<file path="src/rtl/stack_engine.sv">
// ---------------------------------------------------------------------------
// stack_engine
//   Multi-cycle stack sequencer for PUSH / POP / CALL / RET. Takes the current
//   SP from the register bank, performs one data-memory access over a req/ack
//   handshake, then issues single-cycle write-back strobes (SP, register, PC).
//
// Ports
//   clk, rst                  clock, synchronous active-high reset
//   start, op                 request strobe (sampled in IDLE) and opcode
//                             (00 PUSH, 01 POP, 10 CALL, 11 RET)
//   push_data, ret_addr,      operands latched when a request is accepted
//   call_target, sp_in
//   mem_req/we/addr/wdata     memory request, held until mem_ack
//   mem_rdata, mem_ack        memory read data and one-cycle completion
//   sp_wdata, sp_write        SP write-back
//   reg_wdata, reg_write      popped value (POP only)
//   pc_target, pc_load        new PC (CALL / RET only)
//   busy, done, err           status; err pulses together with done
// ---------------------------------------------------------------------------
module stack_engine #(
  parameter logic [31:0] STACK_BASE  = 32'd16,
  parameter logic [31:0] STACK_LIMIT = 32'd0,
  parameter logic [31:0] SP_STEP     = 32'd1
) (
  input  logic        clk,
  input  logic        rst,
  input  logic        start,
  input  logic [1:0]  op,
  input  logic [31:0] push_data,
  input  logic [31:0] ret_addr,
  input  logic [31:0] call_target,
  input  logic [31:0] sp_in,
  output logic        mem_req,
  output logic        mem_we,
  output logic [31:0] mem_addr,
  output logic [31:0] mem_wdata,
  input  logic [31:0] mem_rdata,
  input  logic        mem_ack,
  output logic [31:0] sp_wdata,
  output logic        sp_write,
  output logic [31:0] reg_wdata,
  output logic        reg_write,
  output logic [31:0] pc_target,
  output logic        pc_load,
  output logic        busy,
  output logic        done,
  output logic        err
);

  typedef enum logic [1:0] {S_IDLE, S_MEM, S_COMMIT, S_ERR} state_t;

  localparam logic [1:0] OP_POP = 2'b01;
  localparam logic [1:0] OP_RET = 2'b11;

  state_t      r_state;
  state_t      w_state_next;

  logic [1:0]  r_op;
  logic [31:0] r_push_data;
  logic [31:0] r_ret_addr;
  logic [31:0] r_call_target;
  logic [31:0] r_sp;

  logic [31:0] r_sp_wdata;
  logic        r_sp_write;
  logic [31:0] r_reg_wdata;
  logic        r_reg_write;
  logic [31:0] r_pc_target;
  logic        r_pc_load;
  logic        r_done;
  logic        r_err;

  // op[0] == 0 marks the writing ops (PUSH, CALL); op[1] == 1 marks the PC ops.
  logic        w_start_is_write;
  logic        w_bound_err;
  logic        w_is_write;

  assign w_start_is_write = ~op[0];
  assign w_bound_err      = w_start_is_write ? (sp_in == STACK_LIMIT)
                                             : (sp_in == STACK_BASE);
  assign w_is_write       = ~r_op[0];

  // State register
  always_ff @(posedge clk) begin
    if (rst) r_state <= S_IDLE;
    else     r_state <= w_state_next;
  end

  // Next-state logic
  always_comb begin
    w_state_next = r_state;
    case (r_state)
      S_IDLE:   if (start) w_state_next = w_bound_err ? S_ERR : S_MEM;
      S_MEM:    if (mem_ack) w_state_next = S_COMMIT;
      S_COMMIT: w_state_next = S_IDLE;
      S_ERR:    w_state_next = S_IDLE;
      default:  w_state_next = S_IDLE;
    endcase
  end

  // Memory-side outputs decode directly from the state register so mem_req
  // falls in the first cycle after reset or ack, and stays stable while waiting.
  always_comb begin
    mem_req   = 1'b0;
    mem_we    = 1'b0;
    mem_addr  = 32'd0;
    mem_wdata = 32'd0;
    busy      = (r_state != S_IDLE);
    if (r_state == S_MEM) begin
      mem_req = 1'b1;
      mem_we  = w_is_write;
      if (w_is_write) begin
        mem_addr  = r_sp - SP_STEP;
        mem_wdata = r_op[1] ? r_ret_addr : r_push_data;
      end else begin
        mem_addr  = r_sp;
      end
    end
  end

  // Operand capture on accepted start
  always_ff @(posedge clk) begin
    if (rst) begin
      r_op          <= 2'b00;
      r_push_data   <= 32'd0;
      r_ret_addr    <= 32'd0;
      r_call_target <= 32'd0;
      r_sp          <= 32'd0;
    end else if (r_state == S_IDLE && start) begin
      r_op          <= op;
      r_push_data   <= push_data;
      r_ret_addr    <= ret_addr;
      r_call_target <= call_target;
      r_sp          <= sp_in;
    end
  end

  // Commit strobes are registered off the next state, so they are high exactly
  // during COMMIT / ERR. Read data is captured here on the ack edge.
  always_ff @(posedge clk) begin
    if (rst) begin
      r_sp_wdata  <= 32'd0;
      r_sp_write  <= 1'b0;
      r_reg_wdata <= 32'd0;
      r_reg_write <= 1'b0;
      r_pc_target <= 32'd0;
      r_pc_load   <= 1'b0;
      r_done      <= 1'b0;
      r_err       <= 1'b0;
    end else begin
      r_sp_write  <= (w_state_next == S_COMMIT);
      r_reg_write <= (w_state_next == S_COMMIT) && (r_op == OP_POP);
      r_pc_load   <= (w_state_next == S_COMMIT) && r_op[1];
      r_done      <= (w_state_next == S_COMMIT) || (w_state_next == S_ERR);
      r_err       <= (w_state_next == S_ERR);
      if (w_state_next == S_COMMIT) begin
        r_sp_wdata <= w_is_write ? (r_sp - SP_STEP) : (r_sp + SP_STEP);
        if (r_op == OP_POP) r_reg_wdata <= mem_rdata;
        if (r_op[1])        r_pc_target <= (r_op == OP_RET) ? mem_rdata : r_call_target;
      end
    end
  end

  assign sp_wdata  = r_sp_wdata;
  assign sp_write  = r_sp_write;
  assign reg_wdata = r_reg_wdata;
  assign reg_write = r_reg_write;
  assign pc_target = r_pc_target;
  assign pc_load   = r_pc_load;
  assign done      = r_done;
  assign err       = r_err;

endmodule

</file>
<file path="config.mk">
export PLATFORM = sky130hd
export DESIGN_NAME = stack_engine
export DESIGN_NICKNAME = d
export VERILOG_FILES = /design/src/rtl/stack_engine.sv
export SDC_FILE = /design/constraint.sdc
export NUM_CORES = 1
export LEC_CHECK = 0
export BUFFER_PORTS_ARGS = -buffer_cell sky130_fd_sc_hd__clkbuf_2
export CORE_MARGIN = 5
export CORE_UTILIZATION = 45
export CTS_CLUSTER_SIZE = 24
export DETAILED_ROUTE_END_ITERATION = 7
export PLACE_DENSITY = 0.82
export SETUP_SLACK_MARGIN = 0.3
export SLEW_MARGIN = 20
export SYNTH_ARGS = -nofsm -noshare
export SYNTH_HDL_FRONTEND = slang
export SYNTH_SLANG_ARGS = --single-unit
</file>
<file path="constraint.sdc">
create_clock -name clk -period 4.8 [get_ports clk]
set_clock_uncertainty 0.15 [all_clocks]
set_input_delay 1.2 -clock clk [delete_from_list [all_inputs] [get_ports clk]]
set_output_delay 1.2 -clock clk [all_outputs]
set_load 0.01 [all_outputs]
</file>
# Yosys cells after proc, flatten, opt, wreduce, memory -nomap -nowiden

Cells that the tools add are included.

Register bits: 233
Output and inout bits: 168
Logic and storage cells: 49

Add/sub/neg operators: 2
Equal/unequal tests: 8
Muxes and demuxes: 14
Bitwise gates (word level): 1
Reductions and logical operators: 10

Operators with widths:

| kind                    | count |
|---|---|
| $mux W32                | 7 |
| $add A32 B1 Y32 const B | 1 |
| $eq A32 B5 Y1 const B   | 1 |
| $logic_not A32 Y1       | 1 |
| $sub A32 B1 Y32 const B | 1 |
| $eq A2 B2 Y1 const B    | 5 |
| $mux W2                 | 3 |
| $pmux W2 S3             | 1 |
| $eq A2 B1 Y1 const B    | 2 |
| $reduce_and A2 Y1       | 2 |
| $logic_and A1 B1 Y1     | 3 |
| $mux W1                 | 3 |
| $logic_not A2 Y1        | 1 |
| $reduce_bool A2 Y1      | 1 |
| $reduce_or A2 Y1        | 1 |
| $logic_or A1 B1 Y1      | 1 |
| $not A1 Y1              | 1 |

# Logic depth before layout (Yosys ltp)

Depth after elaboration: 7
Gate-level depth with buffers: 9
Gate-level depth less buffers: 7

# Worst setup path before layout

No wires, ideal clock.

Path type: register to output
Start point: register r_sp[0]
End point: output mem_addr[18]
Arrival: 2258 ps
Path slack: 1192 ps
Cell stages (with the launch flop): 8
Buffers on the path: 0
Cell sequence: dfxtp_1 -> inv_1 -> ha_1 -> or4b_1 -> or4_4 -> or3_4 -> xor2_1 -> nor2_1

Word-level cells in the longest chain between the ends: 3

RTL lines:

| element                  | RTL line | RTL |
|---|---|---|
| start: declaration       | 62       | `logic [31:0] r_sp;` |
| start signal: assignment | 134      | `r_sp <= sp_in;` |
| $sub A32 B1 Y32          | 113      | `mem_addr = r_sp - SP_STEP;` |
| $mux W32                 | 112      | `if (w_is_write) begin` |
| $mux W32                 | 109      | `if (r_state == S_MEM) begin` |
| end: declaration         | 35       | `output logic [31:0] mem_addr,` |

No other way between the ends.

# Final worst setup path

Same ends and word-level chain as after synthesis.

==> flow_summary.yaml <==
run_status:
  status: "finished clean"
synth:
  syn_area_um2: 10700
  syn_nets: 1586
  seq_area_frac_synth_pct: 43.6
  synth.most_common_cell: "nand2_1"
  synthTopCellsByArea: "dfxtp_1 44%, nand2_1 14%, a21oi_1 8.3%"
  synth.top_cell.area_share_pct: 43.6
  syn_avg_cell_area_um2: 7.56
  ys_ff_latch: 233
  yosysTopAreaCell: "dfxtp_1"
  synth_flop_cell: "dfxtp_1"
  async_reset_ff_share_pct: 0
  synthCells: 1416
  yosysUniqueCellTypes: 54
  synth_edf_count: 0
  yosys_warnings: 0
  synthTopCellsByCount: "387 x nand2_1, 233 x dfxtp_1, 178 x a21oi_1"
critical_path:
  worstPathRequired_ps: 3450
  crit_path_top_delay_cell: "or4b_1"
  crit_fanout: 6
  arrival_ps: 3010
  worstSetupStartpointType: "flip-flop"
  endpoint_kind: "primary output"
  worstPathCellList: "inv_1 -> ha_1 -> or4b_1 -> or4_4 -> or3_4 -> xor2_1 -> nor2_1 -> clkbuf_2"
  path_class: "flip-flop to primary output"
  max_stage_delay_ps: 550
sta:
  setup_tns_ps: 0
  drv_slew: 0
  fmax_mhz: 229
  finalHoldViolCount: 0
  max-slew-margin-rel_pct: 27.6
  min_period_ps: 4360
  fin_crit_sh_pct: 90.9
  tightest_slew_ps: 1080
  rsz0062_at_grt: "false"
  setup_viol_count_final: 0
detailed_routing:
  wl_met1_mm: 13.8
  vias_per_cell: 5.54
  drt-initial-drc-count: 949
  drc_errors: 0
  drt-total-wl_mm: 34.5
  dr_total_vias: 11100
  wl_per_cell_um: 17.2
  routed-wl-met2_mm: 15.8
  drt.antenna.violating_nets: 0
  top_layer_used: "met5"
  wl_met3_mm: 3.36
  dr.pass1.iters: 5
grt:
  grt_usage_pct: 23.9
  grt_max_degree: 132
  grt_pass1_wl_mm: 52.8
  antenna_found_initial: 2
  grt-ovfl-total: 0
  grt_pass1_vias: 10300
clock_tree:
  cts_buffers: 26
  clkTransAtPathRegs_ps: 60
  hold_buffers: 0
  clk_latency_ps: 520
  cts_tree: "done"
  cts_root_buf: "clkbuf_16"
  cts_htree_levels: 1
  cts.sinks: 233
  cts_buffer_depth: 3
place:
  dpl_cell_area_um2: 12400
  portBuffers: 333
  numPlacedInstances: 1956
  routabilityCongestion: 0.913
  dpl.hpwl_mm: 24.6
die:
  rows: 56
  ios: 334
  initial_utilization_pct: 45.6
  core_area_um2: 23500
  die_area_um2: 27000
  die_h_um: 164
  die_w_um: 164
power:
  powerDensity_nw_per_um2: 369
  ir_worst_vdd_mv: 0.295
  p_leak_nw: 5.36
run:
  maxCapViolations: 0
cells_and_area:
  fillers: 2135
  fin_cells: 2005
  drive_gt1_share_pct: 24.5
  utilization_pct: 57.1
  final_net_count: 1835
  areaGrowthSynthToFinish_pct: 25.3
  fin_area_um2: 13400
worst_hold_path:
  min_path_type: "flip-flop to flip-flop"
==> cells in the final DEF, fill, tap and decap left out, types with 8 or more instances in the layout <==
cell type and instances:
xnor2_1 19, nor3_1 20, dfxtp_1 231, buf_4 14, nor4_1 17, nor2_1 116, clkbuf_2 332, a2111oi_0 8
inv_1 10, nand4_1 19, o21ai_0 15, a311oi_1 32, nor3b_1 24, xor2_1 17, mux2i_1 33, a21oi_1 178
nand3_1 54, clkbuf_16 27, nand2_1 385, a311o_1 9, or3_1 9, nand3b_1 13
==> power by group <==
group	switching (mW)	total [mW]	internal, mW	leakage [nW]
Combinational	0.405	0.654	0.248	2.98
Sequential	0.0890	2.11	2.02	1.90
Clock	0.795	2.18	1.39	0.472
==> final timing paths <==
| kind | start | slack, ps | endpoint | depth (start not counted) |
|---|---|---|---|---|
| hold / removal | reg_wdata[2]$_SDFFE_PP0P_ | 300 | reg_wdata[2]$_SDFFE_PP0P_ | 2 |
| hold reg to reg | reg_wdata[2]$_SDFFE_PP0P_ | 300 | reg_wdata[2]$_SDFFE_PP0P_ | 2 |
| setup reg to reg | r_sp[3]$_SDFFE_PP0P_ | 1680 | sp_wdata[22]$_SDFFE_PP0P_ | 5 |
| setup / recovery | r_sp[0]$_SDFFE_PP0P_ | 440 | mem_addr[18] | 8 |
==> per-stage QoR <==
step / total power, mW / worst slack (ps) / hold WS, ps
global placement: 2.78 / 1030 / 290
floorplan: 2.55 / 1190 / 286
global route: 5.13 / 308 / 317
detailed placement: 2.80 / 970 / 295
CTS: 4.97 / 416 / 304
finish: 4.95 / 436 / 302
==> layout make-up <==
type	count	area (um^2)	area share [%]
Clock buffer	38	777	5.79
Inverter	10	37.5	0.280
Tap cell	319	399	2.98
Antenna cell	1	2.50	0.0187
Sequential cell	233	4670	34.8
Timing Repair Buffer	349	1820	13.6
Clock inverter	10	179	1.33
Multi-Input combinational cell	1045	5530	41.2
==> worst max-delay path, delay by kind of cell (launching register included) <==
family,cells,cell delay (ps)
xor gates and xnor gates,1,150
adders and majority gates,1,180
buffers and inverters,2,260
DFF,1,360
and+or+nand+nor,4,1570
==> repair_timing <==
action,4_1_cts,5_1_grt
setup endpoints to repair,0,1
setup buffers,0,0
gates resized for setup,0,1
==> cell families after synthesis <==
logic type	synth area share [%]
multiplexers	3.09
AND/OR/NAND/NOR	30.0
flip-flops	43.6
adder cells (fa/ha/maj)	0.468
buffers and inverters	5.05
XOR/XNOR	2.95
AO/OA/AOI/OAI	14.9
==> registers in the layout, indices dropped and copies added (netlist names) <==
signal	cells
pc_load	1
r_push_data	32
r_sp	32
pc_target	32
done	1
reg_write	1
r_call_target	32
sp_wdata	32
sp_write	1
r_ret_addr	32
reg_wdata	32
err	1
r_op	2
r_state	2
==> metal layers <==
layer / global-route usage [%] / vias to the layer above
met3: 5.92 / 104
li1: - / 5352
met5: 0 / -
met2: 38.3 / 521
met4: 9.91 / 4
met1: 30.9 / 5125
Note: power is estimated with default switching activity, not from simulation.
